**src/rtl/inst_fetch_queue.sv**
```systemverilog
// Instruction fetch stage: owns the fetch PC, issues word loads to the memory controller and
// buffers {pc, inst} responses for decode. Optional JAL predecode: define FETCH_JAL_PREDECODE_EN.
`ifndef MEM_NOP
`define MEM_NOP   2'b00
`endif
`ifndef MEM_LOAD
`define MEM_LOAD  2'b01
`endif
`ifndef MEM_STORE
`define MEM_STORE 2'b10
`endif
`ifndef MEM_WORD
`define MEM_WORD  2'b10
`endif

module inst_fetch_queue #(
    parameter int          QUEUE_DEPTH = 4,
    parameter logic [31:0] RESET_PC    = 32'h0
) (
    input  logic        clk_in,
    input  logic        rst_in,
    input  logic        rdy_in,
    input  logic        take_jmp,
    input  logic [31:0] jmp_addr,
    output logic [1:0]  IF_op,
    output logic [1:0]  IF_len,
    output logic [31:0] IF_addr,
    input  logic        IF_rdy,
    input  logic [31:0] IF_out,
    output logic        id_valid,
    output logic [31:0] id_inst,
    output logic [31:0] id_pc,
    output logic        id_pred,
    input  logic        id_ready
);

    localparam int PTR_W = $clog2(QUEUE_DEPTH);
    localparam int CNT_W = PTR_W + 1;
    localparam logic [CNT_W-1:0] FULL_COUNT = CNT_W'(QUEUE_DEPTH);

    logic [31:0]      fetch_pc_q, fetch_pc_d;
    logic [PTR_W-1:0] head_q, head_d;
    logic [PTR_W-1:0] tail_q, tail_d;
    logic [CNT_W-1:0] count_q, count_d;
    logic             discard_q, discard_d;

    logic [31:0] pc_mem_q   [QUEUE_DEPTH];
    logic [31:0] inst_mem_q [QUEUE_DEPTH];

    logic        full;
    logic        pop;
    logic        push;
    logic        push_pred;
    logic [31:0] pc_step;

    assign full     = (count_q == FULL_COUNT);
    assign id_valid = (count_q != '0);

    // Neither a pop nor a push happens on a stalled or redirecting cycle.
    assign pop  = rdy_in && !take_jmp && id_valid && id_ready;
    assign push = rdy_in && !take_jmp && !discard_q && IF_rdy && (!full || pop);

`ifdef FETCH_JAL_PREDECODE_EN
    logic        pred_mem_q [QUEUE_DEPTH];
    logic        is_jal;
    logic [31:0] jal_offset;

    assign is_jal     = (IF_out[6:0] == 7'b1101111);
    assign jal_offset = {{11{IF_out[31]}}, IF_out[31], IF_out[19:12], IF_out[20],
                         IF_out[30:21], 1'b0};
    assign pc_step    = is_jal ? jal_offset : 32'd4;
    assign push_pred  = is_jal;
    assign id_pred    = id_valid && pred_mem_q[head_q];

    always_ff @(posedge clk_in) begin
        if (!rst_in && push) begin
            pred_mem_q[tail_q] <= push_pred;
        end
    end
`else
    assign pc_step   = 32'd4;
    assign push_pred = 1'b0;
    assign id_pred   = 1'b0;
`endif

    always_comb begin
        fetch_pc_d = fetch_pc_q;
        head_d     = head_q;
        tail_d     = tail_q;
        count_d    = count_q;
        discard_d  = discard_q;
        if (rdy_in) begin
            discard_d = 1'b0;
            if (take_jmp) begin
                fetch_pc_d = jmp_addr;
                head_d     = '0;
                tail_d     = '0;
                count_d    = '0;
                discard_d  = 1'b1;
            end else begin
                if (pop) begin
                    head_d = head_q + PTR_W'(1);
                end
                if (push) begin
                    tail_d     = tail_q + PTR_W'(1);
                    fetch_pc_d = fetch_pc_q + pc_step;
                end
                case ({push, pop})
                    2'b10:   count_d = count_q + CNT_W'(1);
                    2'b01:   count_d = count_q - CNT_W'(1);
                    default: count_d = count_q;
                endcase
            end
        end
    end

    always_ff @(posedge clk_in) begin
        if (rst_in) begin
            fetch_pc_q <= RESET_PC;
            head_q     <= '0;
            tail_q     <= '0;
            count_q    <= '0;
            discard_q  <= 1'b0;
        end else begin
            fetch_pc_q <= fetch_pc_d;
            head_q     <= head_d;
            tail_q     <= tail_d;
            count_q    <= count_d;
            discard_q  <= discard_d;
        end
    end

    // Payload storage is not reset; id_* are masked by id_valid instead.
    always_ff @(posedge clk_in) begin
        if (!rst_in && push) begin
            pc_mem_q[tail_q]   <= fetch_pc_q;
            inst_mem_q[tail_q] <= IF_out;
        end
    end

    assign id_pc   = id_valid ? pc_mem_q[head_q]   : 32'h0;
    assign id_inst = id_valid ? inst_mem_q[head_q] : 32'h0;

    assign IF_op   = full ? `MEM_NOP : `MEM_LOAD;
    assign IF_len  = `MEM_WORD;
    assign IF_addr = fetch_pc_q;

endmodule

```
**config.mk**
```make
export PLATFORM = sky130hd
export DESIGN_NAME = inst_fetch_queue
export DESIGN_NICKNAME = d
export VERILOG_FILES = /design/src/rtl/inst_fetch_queue.sv
export SDC_FILE = /design/constraint.sdc
export NUM_CORES = 1
export LEC_CHECK = 0
export BUFFER_PORTS_ARGS = -buffer_cell sky130_fd_sc_hd__buf_2
export CAP_MARGIN = 30
export CORE_AREA = 2 2 179 146
export DETAILED_ROUTE_END_ITERATION = 10
export DIE_AREA = 0 0 181 148
export PLACE_DENSITY = 0.72
export SETUP_SLACK_MARGIN = 0.1
export SYNTH_ARGS = -nofsm -noshare
export SYNTH_HDL_FRONTEND = slang
export SYNTH_SLANG_ARGS = --single-unit
```
**constraint.sdc**
```tcl
create_clock -name clk_in -period 4.21 [get_ports clk_in]
set_input_delay 0.6315 -clock clk_in [delete_from_list [all_inputs] [get_ports clk_in]]
set_output_delay 0.6315 -clock clk_in [all_outputs]
set_load 0.05 [all_outputs]
```
==> flow_metrics.tcl <==
set metrics [dict create \
    outcome "finished clean" \
    cts_sinks 298 \
    die_w_microns 181 \
    die_h_microns 148 \
    reg2reg_slack_ps 1710 \
    diodes 0 \
    ant_nets 0 \
    hold_viol 0 \
    drt_pass1_iterations 7 \
    worst_slew_pin_slew_ps 932 \
    grt_pass1_vias 7141 \
    irDropWorstVdd_mv 0.392 \
    rr_endpoint "pc_mem_q[1][2]" \
    synth_area_per_cell_sq_um 16.5 \
    io_buffers 167 \
    syn_to_final_growth_pct 18.0 \
    relSlewSlack 0.373 \
    core_area_sq_um 25000 \
    cts_resized 0 \
    rsz0062_at_grt "false" \
    cp.depth 4 \
    finClkSkew_ps 18.1 \
    drt_iter0_drc 718 \
    postSynthCellCount 748 \
    fin_setup_tns_ps 0 \
    power_mw 6.58 \
    synth_seq_cells 298 \
    cts_tree "yes" \
    start_util 0.494 \
    arrival_ps 2570 \
    viasPerCell 5.80 \
    leakage_nw 5.11 \
    finalWirelength_microns 27400 \
    remaining_drc_errors 0 \
    synth_cell_types 70 \
    worst_path_max_delay_cell "mux4_2" \
    critical_path.max_stage_delay_ps 620 \
    critPathCapture "id_pc[5]" \
    cp-end-kind "output pin" \
    synth_fa_ha_area_frac 0.00608 \
    ctsHtreeMaxLevel 1 \
    die_area_sq_um 26800 \
    yosysMostFrequentCell "edfxtp_1" \
    vias 7291 \
    ioPinCount 172 \
    clkTransAtPathRegs_ps 60 \
    dp_hpwl_microns 17500 \
    setup_viol 0 \
    numCtsBuffers 29 \
    maxCapViolCount 0 \
    synthSimpleGateAreaFrac 0.101 \
    fin_util 0.583 \
    cp_max_fo 46 \
    clockRootBuffer "clkbuf_16" \
    netlist_top_cells_count "256 x edfxtp_1, 70 x and2_1, 64 x mux4_2" \
    slew_viol_final 0 \
    synth_top_family_by_area "multiplexers" \
    r2r-start "count_q[0]" \
    pre_cts_ws_ps 1070 \
    place.gp.congestion 0.826 \
    yosysSeqAreaShare 0.691 \
    drive_gt1_frac 0.333 \
    finalWorstPathRequiredPeriod_ps 3200 \
    wl_per_cell_microns 21.8 \
    grt_overflow 0 \
    holdWs_ps 286 \
    antenna_found_initial 0 \
    synth-async-reset-ratio 0 \
    synth_edf_count 256 \
    ys_top_cells_by_area "edfxtp_1 62%, mux4_2 12%, dfxtp_1 6.8%" \
    critical_path_required_ps 3580 \
    critPathTopFamily "multiplexers" \
    grt_first_pass_wirelength_microns 42700 \
    path_buf_inv 2 \
    max_freq_mhz 313 \
    ys.flop_type "edfxtp_1" \
    yosysWarningCount 0 \
    clk-insertion-delay-late_ps 570 \
    yosysTopAreaCellShare 0.623 \
    grt_max_degree 65 \
    crit_path_cell_trace "buf_12, mux4_2, and2_1, buf_2" \
    synth.largest_area_cell "edfxtp_1" \
    synth_compound_area_frac 0.0549 \
    cts_setup_buffers 0 \
    muxShareOfSynthArea 0.123 \
    hold_class "in2reg" \
    nets 986 \
    clockBufferDepth 3 \
    fill_cells 1950 \
    layout_setup_ws_ps 1010 \
    critPathLaunchType "flop" \
    synthXorXnorAreaFrac 0.00213 \
    r2r.worst_path.cells 4 \
    holdBufCountCts 0 \
    power_per_cell_area_nw_per_um2 452 \
    fin_crit_sh 0.759 \
    critPathKind "reg2out" \
    syn-cell-area_sq_um 12300 \
    grt_usage 0.207 \
    rows 52 \
]
[sequential cells by signal (all words and copies together) (netlist names), named ones only]
register    cells
head_q          2
IF_addr        32
count_q         3
inst_mem_q    128
pc_mem_q      128
discard_q       1
tail_q          2
[routing by layer]
layer / share of wire / track usage / vias up
li1: - / - / 3312
met1: 0.47 / 0.320 / 3651
met2: 0.45 / 0.312 / 300
met3: 0.076 / 0.0411 / 28
met4: 0.012 / 0.0354 / 0
met5: 0 / 0 / -
[cell families after synthesis]
kind of cell             count (synthesis)
multiplexers                            71
other                                    2
XOR/XNOR                                 3
flip-flops                             298
AND/OR/NAND/NOR                        215
adder cells (fa/ha/maj)                  6
buffers and inverters                   57
AO/OA/AOI/OAI                           96
[layout make-up]
type                    instances  area [sq um]  area share
multi-input cells             395          3570       0.245
inverters                       8          30.0     0.00206
clock buffers                  36           762      0.0523
flip-flops and latches        298          8540       0.586
repair buffers                178           993      0.0682
clock inverters                18           267      0.0183
well taps                     324           405      0.0278
[placed cells by master, fill, tap and decap left out, types with 7 or more instances in the layout]
master     count
a31oi_1        7
nor2_1        30
edfxtp_1     256
mux4_2        64
and2_1        66
a22oi_1       18
o21ai_0       12
nor3_1        13
clkbuf_16     29
nand3_1       24
buf_2        167
nand4_1       11
inv_1          8
a21oi_1       23
nand2_1       21
dfxtp_1       40
[where the power goes]
group	internal, mW	switching (mW)	total [mW]
combinational	0.141	0.342	0.483
clock	1.67	1.11	2.78
sequential	3.24	0.0754	3.32
total	5.05	1.53	6.58
[metrics by stage]
stage | instances | cell area, sq um
after global placement | 1202 | 13500
after floorplan | 750 | 12300
after global routing | 1257 | 14600
after CTS | 1257 | 14600
final | 1257 | 14600
after detailed placement | 1203 | 13500
[worst min path at each step]
stage	start	to	slack [ps]	cells past startpoint
final	IF_out[23]	inst_mem_q[2][23]	290	1
after CTS	IF_out[23]	inst_mem_q[2][23]	270	1
after global routing	IF_out[23]	inst_mem_q[1][23]	270	1
after global placement	discard_q	discard_q	490	2
after detailed placement	discard_q	discard_q	490	2
after floorplan	discard_q	discard_q	450	2
Power figures use the tool's default switching activity.
